`config.mk`:
```
export PLATFORM = sky130hd
export DESIGN_NAME = bsg_cache_nb_mgmt_dma
export DESIGN_NICKNAME = d
export VERILOG_FILES = /design/src/rtl/bsg_cache_nb_mgmt_dma.sv
export SDC_FILE = /design/constraint.sdc
export NUM_CORES = 1
export LEC_CHECK = 0
export CAP_MARGIN = 20
export CORE_MARGIN = 2
export CORE_UTILIZATION = 37
export DETAILED_ROUTE_END_ITERATION = 7
export PLACE_DENSITY = 0.81
export SYNTH_ARGS = -nofsm -noshare
export SYNTH_HDL_FRONTEND = slang
export SYNTH_SLANG_ARGS = --single-unit
export TNS_END_PERCENT = 5
```
`constraint.sdc`:
```
create_clock -name clk_i -period 2 [get_ports clk_i]
set_clock_uncertainty 0.1 [all_clocks]
set_input_delay 0.4 -clock clk_i [delete_from_list [all_inputs] [get_ports clk_i]]
set_output_delay 0.4 -clock clk_i [all_outputs]
set_load 0.01 [all_outputs]
```
`src/rtl/bsg_cache_nb_mgmt_dma.sv`:
```
// DMA engine for the non-blocking cache management unit: issues line request packets,
// streams evicted lines out of data_mem and writes refill lines into it, one word per beat.
module bsg_cache_nb_mgmt_dma #(
   parameter int unsigned addr_width_p          = 32,
   parameter int unsigned word_width_p          = 32,
   parameter int unsigned block_size_in_words_p = 4,
   parameter int unsigned sets_p                = 8,
   parameter int unsigned ways_p                = 4,
   localparam int unsigned lg_ways_lp  = (ways_p > 1) ? $clog2(ways_p) : 1,
   localparam int unsigned lg_sets_lp  = (sets_p > 1) ? $clog2(sets_p) : 1,
   localparam int unsigned lg_block_lp =
      (block_size_in_words_p > 1) ? $clog2(block_size_in_words_p) : 1,
   localparam int unsigned data_mask_width_lp = word_width_p / 8,
   localparam int unsigned dmem_addr_width_lp = lg_ways_lp + lg_sets_lp + lg_block_lp
) (
   input  logic                          clk_i,
   input  logic                          reset_n_i,
   input  logic [1:0]                    dma_cmd_i,
   input  logic [addr_width_p-1:0]       dma_addr_i,
   input  logic [lg_ways_lp-1:0]         way_i,
   input  logic                          evict_v_i,
   output logic                          dma_done_o,
   output logic [addr_width_p:0]         dma_pkt_o,
   output logic                          dma_pkt_v_o,
   input  logic                          dma_pkt_yumi_i,
   input  logic [word_width_p-1:0]       dma_data_i,
   input  logic                          dma_data_v_i,
   output logic                          dma_data_ready_o,
   output logic [word_width_p-1:0]       dma_data_o,
   output logic                          dma_data_v_o,
   input  logic                          dma_data_yumi_i,
   output logic                          data_mem_v_o,
   output logic                          data_mem_w_o,
   output logic [dmem_addr_width_lp-1:0] data_mem_addr_o,
   output logic [word_width_p-1:0]       data_mem_data_o,
   output logic [data_mask_width_lp-1:0] data_mem_w_mask_o,
   input  logic [word_width_p-1:0]       data_mem_data_i
);

   localparam logic [1:0] CmdNop            = 2'd0;
   localparam logic [1:0] CmdSendRefillAddr = 2'd1;
   localparam logic [1:0] CmdSendEvictAddr  = 2'd2;
   localparam logic [1:0] CmdGetFillData    = 2'd3;

   // Index field sits just above the word and byte offsets of the line address.
   localparam int unsigned idx_lsb_lp =
      $clog2(block_size_in_words_p) + $clog2(data_mask_width_lp);
   localparam logic [lg_block_lp-1:0] LastWord = lg_block_lp'(block_size_in_words_p - 1);

   typedef enum logic [2:0] {
      StIdle, StSendPkt, StEvictRd, StEvictTx, StFill, StDone
   } state_e;

   state_e                    state_q, state_d;
   logic [lg_block_lp-1:0]    cnt_q, cnt_d;
   logic [lg_ways_lp-1:0]     way_q, way_d;
   logic [lg_sets_lp-1:0]     index_q, index_d;
   logic                      pend_q, pend_d;
   logic [addr_width_p-1:0]   addr_q, addr_d;
   logic                      wnr_q, wnr_d;
   logic [word_width_p-1:0]   data_q, data_d;
   logic                      tx_v_q, tx_v_d;
   logic [lg_sets_lp-1:0]     addr_idx;
   logic                      cnt_last;

   assign addr_idx   = dma_addr_i[idx_lsb_lp +: lg_sets_lp];
   assign cnt_last   = (cnt_q == LastWord);
   assign dma_pkt_o  = {wnr_q, addr_q};
   assign dma_data_o = data_q;

   always_ff @(posedge clk_i or negedge reset_n_i) begin
      if (!reset_n_i) begin
         state_q <= StIdle;
         cnt_q   <= '0;
         way_q   <= '0;
         index_q <= '0;
         pend_q  <= 1'b0;
         addr_q  <= '0;
         wnr_q   <= 1'b0;
         data_q  <= '0;
         tx_v_q  <= 1'b0;
      end else begin
         state_q <= state_d;
         cnt_q   <= cnt_d;
         way_q   <= way_d;
         index_q <= index_d;
         pend_q  <= pend_d;
         addr_q  <= addr_d;
         wnr_q   <= wnr_d;
         data_q  <= data_d;
         tx_v_q  <= tx_v_d;
      end
   end

   always_comb begin
      state_d           = state_q;
      cnt_d             = cnt_q;
      way_d             = way_q;
      index_d           = index_q;
      pend_d            = pend_q;
      addr_d            = addr_q;
      wnr_d             = wnr_q;
      data_d            = data_q;
      tx_v_d            = tx_v_q;
      dma_done_o        = 1'b0;
      dma_pkt_v_o       = 1'b0;
      dma_data_ready_o  = 1'b0;
      dma_data_v_o      = 1'b0;
      data_mem_v_o      = 1'b0;
      data_mem_w_o      = 1'b0;
      data_mem_addr_o   = {way_q, index_q, cnt_q};
      data_mem_data_o   = '0;
      data_mem_w_mask_o = '0;

      // The management unit may announce an eviction while idle or alongside our done pulse.
      if (evict_v_i && (state_q == StIdle || state_q == StDone)) begin
         way_d   = way_i;
         index_d = addr_idx;
         pend_d  = 1'b1;
      end

      unique case (state_q)
         StIdle: begin
            if (pend_q) begin
               state_d = StEvictRd;
               cnt_d   = '0;
            end else begin
               unique case (dma_cmd_i)
                  CmdSendRefillAddr, CmdSendEvictAddr: begin
                     addr_d  = dma_addr_i;
                     wnr_d   = (dma_cmd_i == CmdSendEvictAddr);
                     state_d = StSendPkt;
                  end
                  CmdGetFillData: begin
                     cnt_d   = '0;
                     state_d = StFill;
                  end
                  CmdNop: state_d = StIdle;
               endcase
            end
         end
         StSendPkt: begin
            dma_pkt_v_o = 1'b1;
            if (dma_pkt_yumi_i) state_d = StDone;
         end
         StEvictRd: begin
            data_mem_v_o = 1'b1;
            state_d      = StEvictTx;
         end
         StEvictTx: begin
            if (!tx_v_q) begin
               data_d = data_mem_data_i;
               tx_v_d = 1'b1;
            end else begin
               dma_data_v_o = 1'b1;
               if (dma_data_yumi_i) begin
                  tx_v_d = 1'b0;
                  if (cnt_last) begin
                     cnt_d   = '0;
                     pend_d  = 1'b0;
                     state_d = StDone;
                  end else begin
                     cnt_d   = cnt_q + 1'b1;
                     state_d = StEvictRd;
                  end
               end
            end
         end
         StFill: begin
            dma_data_ready_o = 1'b1;
            data_mem_addr_o  = {way_i, addr_idx, cnt_q};
            if (dma_data_v_i) begin
               data_mem_v_o      = 1'b1;
               data_mem_w_o      = 1'b1;
               data_mem_data_o   = dma_data_i;
               data_mem_w_mask_o = '1;
               if (cnt_last) begin
                  cnt_d   = '0;
                  state_d = StDone;
               end else begin
                  cnt_d = cnt_q + 1'b1;
               end
            end
         end
         StDone: begin
            dma_done_o = 1'b1;
            state_d    = StIdle;
         end
         default: state_d = StIdle;
      endcase
   end

endmodule

```
Word level (Yosys, flattened, before mapping)
Cells that the tools add are included.

Register bits after elaboration: 77. Output and inout bits: 114. Logic and storage cells: 73.

Add/subtract/negate cells: 1. Equality and inequality tests: 15. Multiplexer cells: 36. Bitwise operators: 2. Reductions and logical operators: 10.

Operators by type and width (count): $mux 32 (2); $mux 3 (7); $pmux 3 s5 (1); $mux 1 (14); $mux 2 (6); $ne 2x2->1 const B (5); $reduce_and 5->1 (2); $pmux 3 s3 (1); $mux 4 (2); $mux 7 (1); $eq 2x2->1 const B (3); $eq 3x2->1 const B (2); $eq 3x3->1 const B (2); $pmux 2 s3 (1); $eq 3x1->1 const B (1); $logic_not 3->1 (1); $ne 3x2->1 const B (1); $reduce_and 3->1 (1); $reduce_bool 3->1 (1); $add 2x1->2 const B (1); $eq 2x1->1 const B (1); $logic_not 2->1 (1); $not 1->1 (2); $pmux 1 s2 (1); 4 further kinds (4).

Longest topological paths before layout
Gate-level depths: netlist of run 1.

Depth in word-level cells: 8. Gate-level depth with buffers: 6.

Least setup slack after synthesis of run 1
No wires, ideal clock.

Path type: reg2out. From: register state_q[0]. To: output port data_mem_data_o[18]. Data arrival time: 1.522 ns. Path slack: -0.022 ns. Cell stages (with the launch flop): 5. Path buffers: 2. Cell sequence: dfrtp_1 -> buf_2 -> nor3_1 -> clkbuf_1 -> and2_1.

Cells in the longest elaborated chain, start to end: 2.

RTL lines: start: declaration (RTL line 54) `state_e state_q, state_d;`; start signal: assignment (RTL line 73) `state_q <= StIdle;`; start signal: assignment (RTL line 83) `state_q <= state_d;`; $eq 3x3->1 (RTL line 122) `unique case (state_q)`; $mux 32 (RTL line 122); end: declaration (RTL line 35) `output logic [word_width_p-1:0] data_mem_data_o,`.

No other way between the ends.

Worst setup path in the final report of run 1
From: register state_q[1]. To: output port data_mem_addr_o[4].

Cells in the longest elaborated chain, start to end: 2.

RTL lines: $eq 3x3->1 (RTL line 122); $mux 7 (RTL line 122); end: declaration (RTL line 34) `output logic [dmem_addr_width_lp-1:0] data_mem_addr_o,`.

No other way between the ends.

==> flow_metrics.py, run 1 <==
metrics = {
    "global_routing": {
        "grt_use_total": 0.1990,
        "grt_max_degree": 37,
        "antenna_found_initial": 0,
        "globalRouteOverflowTotal": 0,
        "grt_pass1_vias": 3059,
        "grt_pass1_wl_um": 15600,
    },
    "min_path": {
        "min_path_type": "flop to flop",
    },
    "pwr": {
        "ir_drop_v": 0.0007958,
        "powerDensity_nw_per_um2": 1355,
        "p_leak_nw": 2.800,
        "total_power_w": 0.008260,
    },
    "yosys": {
        "synth-edff-count": 0,
        "synthDistinctLibCells": 32,
        "yosysWarnings": 0,
        "netlist_area_um2": 3475,
        "synth-seq-area-share": 0.5546,
        "yosysTopAreaCellShare": 0.5546,
        "synthCells": 262,
        "synth.most_common_cell": "dfrtp_1",
        "async_reset_ff_frac": 1.000,
        "avgSynthCellArea_um2": 13.26,
        "synth-main-ff-cell": "dfrtp_1",
        "ys_ff_latch": 77,
        "synth_area_leaders": "dfrtp_1 (55%), mux2_2 (24%), and2_1 (5.9%), ha_1 (1.4%), buf_4 (1.3%)",
        "synth_top_area_cell": "dfrtp_1",
        "syn_nets": 372,
        "synthTopCellsByCount": "dfrtp_1 (77), mux2_2 (74), and2_1 (33)",
    },
    "worst_setup_path": {
        "start_kind": "flop",
        "cp_slowest_cell": "dfrtp_2",
        "crit_type": "flop to primary output",
        "end_kind": "primary output",
        "path_buf_inv": 3,
        "cpMostUsedCell": "buf_6",
        "worst_ep_arrival_time_ns": 1.67,
        "cp_cell_sequence": "nor3b_4 -> buf_12 -> buf_6 -> mux2_4 -> buf_6",
        "cpLargestDelayFamily": "flip-flops",
        "cp_slowest_stage_delay_ns": 0.44,
        "worstPathMaxFanout": 7,
        "required_ns": 1.50,
    },
    "routing": {
        "dr_total_vias": 2924,
        "first_pass_iters": 5,
        "drc": 0,
        "antenna_left": 0,
        "wirelength_um": 10170,
        "drt_iter0_drc": 91,
        "wire_per_inst_um": 16.36,
        "vias_per_cell": 4.701,
    },
    "timing": {
        "worstMarginPinSlew_ns": 0.4701,
        "slew_viol_final": 0,
        "max_freq_ghz": 0.4599,
        "hold_viol": 0,
        "relSlewSlack": 0.6866,
        "fin_crit_sh": 1.087,
        "holdWs_ns": 0.4075,
        "post-route-min-period_ns": 2.174,
        "setup_violations": 39,
        "worst_slack_ns": -0.1744,
        "rsz0062_at_grt": "yes",
    },
    "final_layout": {
        "diodes": 0,
        "finish.utilization": 0.6629,
        "final_cells": 622,
        "layout-drive-gt1-share": 0.3444,
        "syn2layout_area_growth_pct": 75.44,
        "final_nets": 616,
    },
    "placed_design": {
        "dpl.cell_count": 598,
        "finalWeightedCongestion": 0.7717,
        "post-dp-hpwl_um": 7773,
        "portBuffers": 219,
        "place_ws_ns": -0.5382,
    },
    "floorplanning": {
        "io_pins": 220,
        "row_count": 35,
        "floorplan.initialDensity": 0.3778,
        "coreArea_um2": 9196,
        "die_h_um": 100.9,
        "fp.dieW_um": 100.9,
        "die_area_um2": 10180,
    },
    "clocking": {
        "numCtsBuffers": 9,
        "clock-sinks": 77,
        "cts_tree": "yes",
        "cts.path.max_buffers": 2,
        "htree_levels": 3,
        "insertion_delay_ns": 0.34,
        "clkSlewWorstSetupHoldPaths_ns": 0.08,
        "root_buffer": "clkbuf_8",
    },
    "outcome": {
        "outcome": "finished with violations",
        "violations": "negative setup slack",
    },
    "run": {
        "drv_cap": 0,
    },
}
timing repair:
item,in CTS,in global routing
hold buffers,1,0
gates resized for setup,197,10
pin swaps,2,5
hold endpoints to repair,34,0
cloned,1,0
endpoints found under the setup margin,47,47
buffers inserted,6,0
layout by cell type, fill, tap and decap left out, types with 3 or more instances in the layout:
cell,n
nor3_1,3
nor2_1,5
and2_1,33
buf_2,38
mux2_4,4
buf_4,22
bufinv_16,3
clkbuf_8,9
o21ai_0,7
nor2_2,3
mux2_2,70
ha_1,4
buf_12,5
a21oi_1,3
nand3_1,3
dfrtp_1,75
inv_1,5
clkdlybuf4s50_1,170
buf_6,9
nand2_1,8
layout make-up:
class	count	area (um^2)
Sequential cell	77	1929
Inverter	5	18.77
Tap cell	111	138.9
Fill cell	723	3100
Clock buffer	10	127.6
Timing Repair Buffer	250	2330
Multi-Input combinational cell	163	1440
Clock inverter	6	111.4
cell families after synthesis:
group / Yosys count / synth area share
xor+xnor: 1 / 0.002521
buf+inv: 22 / 0.04069
mux: 78 / 0.2521
flops: 77 / 0.5546
simple gates: 64 / 0.1077
compound gates: 16 / 0.02809
fa+ha+maj: 4 / 0.01440
per-stage QoR:
stage | TNS (ns) | area (um^2)
global placement | -23.09 | 5921
floorplan | 0 | 3476
detailed placement | -24.01 | 5921
global route | -7.802 | 6096
CTS | -4.450 | 6090
finish | -3.395 | 6096
layer usage:
layer,track usage,routed length (um),vias to the layer above
met1,0.1938,3412,1402
met3,0.06657,908,9
met5,0,0,-
li1,-,-,1384
met2,0.3938,5755,129
met4,0.05509,97,0
sequential cells by signal (all words and copies together), names as in the netlist, 2 cells and up:
name	flops
way_q	2
addr_q	32
cnt_q	2
index_q	3
dma_data_o	32
state_q	3
path summary, 6_finish.rpt:
| check | endpoint | startpoint | cells past startpoint | slack (ns) |
|---|---|---|---|---|
| max in group asynchronous | dma_data_o[23]$_DFFE_PN0P_ | reset_n_i | 3 | 0.78 |
| max reg2reg | dma_data_o[1]$_DFFE_PN0P_ | state_q[2]$_DFFE_PN0P_ | 7 | 0.09 |
| min in group asynchronous | dma_data_o[12]$_DFFE_PN0P_ | reset_n_i | 2 | 0.46 |
| min reg2reg | addr_q[11]$_DFFE_PN0P_ | addr_q[11]$_DFFE_PN0P_ | 1 | 0.41 |
| min | addr_q[11]$_DFFE_PN0P_ | addr_q[11]$_DFFE_PN0P_ | 1 | 0.41 |
| max | data_mem_addr_o[4] | state_q[1]$_DFFE_PN0P_ | 5 | -0.17 |
power breakdown:
| part | switching (W) | internal [W] | total (W) | leakage [nW] |
|---|---|---|---|---|
| clock network | 0.000578 | 0.000830 | 0.00141 | 0.116 |
| logic | 0.00152 | 0.00255 | 0.00407 | 1.73 |
| registers | 0.000431 | 0.00235 | 0.00278 | 0.957 |
(Power assumes the default switching activity.)
==> inputs of run 2 (changes only) <==
--- a/config.mk
+++ b/config.mk
@@ -5,11 +5,12 @@
 export SDC_FILE = /design/constraint.sdc
 export NUM_CORES = 1
 export LEC_CHECK = 0
+export ABC_AREA = 1
 export CAP_MARGIN = 20
 export CORE_MARGIN = 2
-export CORE_UTILIZATION = 37
+export CORE_UTILIZATION = 38
 export DETAILED_ROUTE_END_ITERATION = 7
-export PLACE_DENSITY = 0.81
+export PLACE_DENSITY = 0.82
 export SYNTH_ARGS = -nofsm -noshare
 export SYNTH_HDL_FRONTEND = slang
 export SYNTH_SLANG_ARGS = --single-unit
==> flow_metrics.py, run 2 <==
metrics = {
    "outcome": {
        "outcome": "complete, no violations",
    },
    "timing": {
        "fin_crit_sh": 0.9898,
        "post-route-min-period_ns": 1.980,
        "fin_setup_tns_ns": 0,
        "holdWs_ns": 0.3763,
        "hold_viol": 0,
        "setup_violations": 0,
        "worstMarginPinSlew_ns": 0.5377,
        "rsz0062_at_grt": "yes",
        "relSlewSlack": 0.6415,
        "worst_slack_ns": 0.02050,
        "slew_viol_final": 0,
        "max_freq_ghz": 0.5052,
    },
    "worst_setup_path": {
        "cp_cell_sequence": "nor2_4 -> nand2_2 -> buf_4 -> nor2_1 -> clkdlybuf4s15_2",
        "required_ns": 1.50,
        "r2r-start": "state_q[0]$_DFFE_PN0P_",
        "cp_slowest_stage_delay_ns": 0.41,
        "worstPathMaxFanout": 15,
        "crit_type": "flop to primary output",
        "r2r_cells": 6,
        "crit_end": "data_mem_data_o[9]",
        "end_kind": "primary output",
        "worst_ep_arrival_time_ns": 1.48,
        "cp_slowest_cell": "dfrtp_1",
        "start_kind": "flop",
        "r2r_end": "dma_data_o[8]$_DFFE_PN0P_",
        "r2r_slack_ns": 0.44,
        "cp-startpoint": "state_q[0]$_DFFE_PN0P_",
    },
    "clocking": {
        "htree_levels": 3,
        "clock-sinks": 77,
        "cts.path.max_buffers": 2,
        "post_cts_buffers": 0,
        "root_buffer": "clkbuf_8",
        "insertion_delay_ns": 0.33,
        "cts_tree": "yes",
        "numCtsBuffers": 9,
        "clkSlewWorstSetupHoldPaths_ns": 0.08,
    },
    "final_layout": {
        "diodes": 0,
        "finish.utilization": 0.6570,
        "syn2layout_area_growth_pct": 67.64,
        "final_common_cell": "clkdlybuf4s50_1",
        "fillers": 799,
        "fin_area_um2": 6100,
        "layout-drive-gt1-share": 0.1533,
        "final_cell_mix": "clkdlybuf4s50_1 (170), nand2_1 (165), dfrtp_1 (77), inv_1 (46), nand3_1 (39)",
        "final_nets": 803,
    },
    "routing": {
        "drc": 0,
        "wirelength_um": 11010,
        "dr_total_vias": 3786,
        "first_pass_iters": 4,
        "vias_per_cell": 4.578,
        "wire_per_inst_um": 13.32,
        "antenna_left": 0,
        "drt_iter0_drc": 107,
    },
    "yosys": {
        "synth-main-ff-cell": "dfrtp_1",
        "synth-edff-count": 0,
        "synth.most_common_cell": "nand2_1",
        "async_reset_ff_frac": 1.000,
        "syn_nets": 578,
        "ys_ff_latch": 77,
        "synth-seq-area-share": 0.5296,
        "netlist_area_um2": 3638,
        "synthCells": 468,
        "synth_area_leaders": "dfrtp_1 (53%), nand2_1 (17%), o21ai_0 (5.6%), nand3_1 (5.4%), inv_1 (4.7%)",
        "avgSynthCellArea_um2": 7.775,
        "synthTopCellsByCount": "nand2_1 (166), dfrtp_1 (77), inv_1 (46)",
        "yosysTopAreaCellShare": 0.5296,
        "synth_top_area_cell": "dfrtp_1",
        "yosysWarnings": 0,
        "synthDistinctLibCells": 23,
    },
    "global_routing": {
        "grt_max_degree": 67,
        "grt_pass1_vias": 3774,
        "globalRouteOverflowTotal": 0,
        "antenna_found_initial": 0,
        "grt_pass1_wl_um": 17220,
        "grt_use_total": 0.2095,
    },
    "placed_design": {
        "portBuffers": 219,
        "post-dp-hpwl_um": 8394,
        "placed_area_um2": 6065,
        "place_ws_ns": -0.4233,
        "finalWeightedCongestion": 0.8318,
    },
    "floorplanning": {
        "floorplan.initialDensity": 0.3919,
        "io_pins": 220,
        "die_h_um": 101.9,
        "die_area_um2": 10370,
        "row_count": 35,
        "fp.dieW_um": 101.9,
        "coreArea_um2": 9284,
    },
    "pwr": {
        "ir_drop_v": 0.0006274,
        "powerDensity_nw_per_um2": 1068,
        "p_leak_nw": 3.043,
    },
    "run": {
        "drv_cap": 0,
    },
    "min_path": {
        "min_path_type": "flop to flop",
        "worstHoldStart": "dma_data_o[25]$_DFFE_PN0P_",
    },
}
-- run 2: stage by stage --
stage          power [W]  cells
2_1_floorplan   0.003730    468
3_3_place_gp    0.005395    810
3_5_place_dp    0.005507    810
4_1_cts         0.006594    827
5_1_grt         0.006997    827
6_report        0.006516    827
-- run 2: worst min path at each step --
| stage | endpoint | slack, ns | cells after the start |
|---|---|---|---|
| 5_1_grt | dma_data_o[12]$_DFFE_PN0P_ | 0.40 | 2 |
| 6_report | dma_data_o[25]$_DFFE_PN0P_ | 0.38 | 2 |
| 3_5_place_dp | dma_data_o[12]$_DFFE_PN0P_ | 0.32 | 1 |
| 3_3_place_gp | dma_data_o[2]$_DFFE_PN0P_ | 0.31 | 1 |
| 2_1_floorplan | addr_q[0]$_DFFE_PN0P_ | 0.004 | 0 |
| 4_1_cts | dma_data_o[31]$_DFFE_PN0P_ | 0.38 | 2 |
-- run 2: worst max-delay path, delay by kind of cell (launching register included) --
family                 cells  cell delay (ns)
buffers and inverters      2             0.42
DFF                        1             0.41
and+or+nand+nor            3             0.31
-- run 2: per-layer routing --
layer,global-route usage,share of wire,routed length (um),up-vias
met5,0,0,0,-
met4,0.08000,0.027,302,0
met3,0.04925,0.088,968,26
met2,0.3978,0.52,5729,158
met1,0.2237,0.36,4012,1710
li1,-,-,-,1892
-- run 2: final cells by class --
type	count	area (um^2)	share of cell area
tap	129	161.4	0.02646
timing repair buffer	246	2240	0.3672
inverter	48	180.2	0.02954
clock buffer	11	131.4	0.02154
clock inverter	5	60.06	0.009846
sequential	77	1927	0.3159
multi-input combinational	311	1400	0.2295
-- run 2: what timing repair did --
item                                    in CTS  in global routing
pin swaps                                    2                  0
gates resized for setup                    145                 46
endpoints found under the setup margin      47                 41
endpoints found under the hold margin       39                  0
hold buffers                                 1                  0
-- run 2: logic make-up (layout without fill, tap and decap cells) --
kind of cell	count (synthesis)	in the layout	synth area share
simple gates	254	254	0.2844
compound gates	53	53	0.07531
fa+ha+maj	4	4	0.01376
flops	77	77	0.5296
buf+inv	80	310	0.09697
-- run 2: power breakdown --
part	internal (W)	switching, W
Combinational	0.00151	0.00157
Sequential	0.00202	0.000264
Clock	0.000583	0.000574
==> inputs of run 3 (changes only) <==
--- a/config.mk
+++ b/config.mk
@@ -10,7 +10,7 @@
 export CORE_MARGIN = 2
 export CORE_UTILIZATION = 38
 export DETAILED_ROUTE_END_ITERATION = 7
-export PLACE_DENSITY = 0.82
+export PLACE_DENSITY = 0.79
 export SYNTH_ARGS = -nofsm -noshare
 export SYNTH_HDL_FRONTEND = slang
 export SYNTH_SLANG_ARGS = --single-unit
==> flow_metrics.py, run 3 (same netlist as run 2, synthesis figures left out) <==
metrics = {
    "outcome": {
        "violations": "negative setup slack",
        "outcome": "finished with violations",
    },
    "routing": {
        "wirelength_um": 11090,
        "wire_per_inst_um": 13.33,
        "drc": 0,
        "drt_iter0_drc": 174,
        "first_pass_iters": 5,
        "dr_total_vias": 3837,
        "antenna_left": 0,
        "vias_per_cell": 4.612,
    },
    "placed_design": {
        "place_ws_ns": -0.4536,
        "post-dp-hpwl_um": 8302,
        "finalWeightedCongestion": 0.9326,
        "placed_area_um2": 6112,
        "portBuffers": 219,
    },
    "global_routing": {
        "grt_pass1_vias": 3468,
        "grt_max_degree": 67,
        "grt_use_total": 0.1983,
        "globalRouteOverflowTotal": 0,
        "antenna_found_initial": 0,
        "grt_pass1_wl_um": 16260,
    },
    "final_layout": {
        "multi_input_area_um2": 1423,
        "seqCellArea_um2": 1927,
        "layout-drive-gt1-share": 0.1707,
        "diodes": 0,
        "fin_area_um2": 6206,
        "syn2layout_area_growth_pct": 70.56,
        "final_common_cell": "clkdlybuf4s50_1",
        "final_nets": 808,
        "final_cell_mix": "clkdlybuf4s50_1 (170), nand2_1 (164), dfrtp_1 (77), inv_1 (46)",
        "fillers": 756,
    },
    "clocking": {
        "numCtsBuffers": 9,
        "root_buffer": "clkbuf_8",
        "clock-sinks": 77,
        "cts.path.max_buffers": 2,
        "clkSlewWorstSetupHoldPaths_ns": 0.08,
        "post_cts_buffers": 0,
        "cts_tree": "yes",
        "htree_levels": 3,
        "insertion_delay_ns": 0.33,
    },
    "worst_setup_path": {
        "cp-startpoint": "state_q[0]$_DFFE_PN0P_",
        "cp_cell_sequence": "nor2_4 -> nand2_4 -> buf_12 -> buf_4 -> nand2_2 -> o21ai_2 -> buf_2",
        "worstPathMaxFanout": 8,
        "start_kind": "flop",
        "cp_slowest_stage_delay_ns": 0.42,
        "end_kind": "primary output",
        "worst_ep_arrival_time_ns": 1.53,
        "cp_slowest_cell": "dfrtp_1",
        "r2r_cells": 8,
        "crit_type": "flop to primary output",
        "r2r-start": "state_q[2]$_DFFE_PN0P_",
        "required_ns": 1.50,
    },
    "timing": {
        "post-route-min-period_ns": 2.033,
        "hold_viol": 0,
        "relSlewSlack": 0.6509,
        "worstMarginPinSlew_ns": 0.5237,
        "fin_crit_sh": 1.017,
        "slew_viol_final": 0,
        "max_freq_ghz": 0.4918,
        "setup_violations": 20,
        "worst_slack_ns": -0.03322,
        "rsz0062_at_grt": "yes",
    },
    "pwr": {
        "p_seq_frac": 0.343,
        "p_sw_w": 0.002457,
        "p_leak_nw": 3.118,
        "p_int_w": 0.004194,
        "netSwitchingFraction": 0.3694,
        "ir_drop_v": 0.0005760,
        "pwr-share-clk": 0.176,
        "combPwrFrac": 0.480,
        "powerDensity_nw_per_um2": 1072,
    },
    "floorplanning": {
        "coreArea_um2": 9284,
        "io_pins": 220,
        "die_h_um": 101.9,
        "fp.dieW_um": 101.9,
        "die_area_um2": 10370,
        "row_count": 35,
        "floorplan.initialDensity": 0.3919,
    },
    "min_path": {
        "min_path_type": "flop to flop",
        "min_path_cells": 2,
        "worstHoldStart": "dma_data_o[2]$_DFFE_PN0P_",
    },
    "run": {
        "drv_cap": 0,
    },
}
## run 3: through the flow
step / total power, W / hold WS [ns] / utilization / setup TNS, ns / std cells
5_1_grt: 0.007127 / 0.4093 / 0.6685 / -2.412 / 832
2_1_floorplan: 0.003730 / 0.004409 / - / 0 / 468
3_3_place_gp: 0.005439 / 0.3086 / 0.6584 / -13.48 / 813
4_1_cts: 0.006623 / 0.3777 / 0.6693 / -1.047 / 830
6_report: 0.006652 / 0.3744 / 0.6685 / -0.2788 / 832
3_5_place_dp: 0.005541 / 0.3112 / 0.6584 / -16.25 / 813
## run 3: area by class of cell
cell class / count / share of cell area
multi-input combinational: 311 / 0.2292
timing repair buffer: 251 / 0.3732
clock buffer: 10 / 0.02218
sequential: 77 / 0.3105
clock inverter: 6 / 0.009879
tap: 129 / 0.02601
inverter: 48 / 0.02903
## run 3: timing repair
action	4_1_cts	5_1_grt
endpoints found under the hold margin	37	0
pin swaps	0	2
endpoints found under the setup margin	47	46
gates resized for setup	157	55
cloned	0	2
hold buffers	1	0
## run 3: power by group through the flow
stage | combinational (W) | clock, W | sequential (W)
detailed placement | 0.00324 | 0 | 0.00230
global placement | 0.00317 | 0 | 0.00227
CTS | 0.00314 | 0.00121 | 0.00228
floorplan | 0.00125 | 0 | 0.00248
finish | 0.00319 | 0.00117 | 0.00228
global route | 0.00351 | 0.00128 | 0.00234
## run 3: routing by layer
metal	part of all wire	vias up	wire length, um	GRT usage
met5	0	-	0	0
met4	0.024	0	262	0.07692
met3	0.076	23	845	0.03146
met2	0.52	160	5750	0.3679
li1	-	1896	-	-
met1	0.38	1758	4228	0.2284
## run 3: path summary, 6_finish.rpt
kind	to	slack, ns
setup / recovery	data_mem_addr_o[4]	-0.03
hold / removal	dma_data_o[2]$_DFFE_PN0P_	0.37
setup reg to reg	way_q[1]$_DFFE_PN0P_	0.35
hold reg to reg	dma_data_o[2]$_DFFE_PN0P_	0.37
max in group asynchronous	index_q[1]$_DFFE_PN0P_	0.76
min in group asynchronous	dma_data_o[14]$_DFFE_PN0P_	0.48
## run 3: worst max-delay path, delay by kind of cell, from the launching register on
family	cells	cell delay, ns
AO/OA/AOI/OAI	1	0.05
flip-flops	1	0.42
AND/OR/NAND/NOR	3	0.32
buffers and inverters	3	0.41
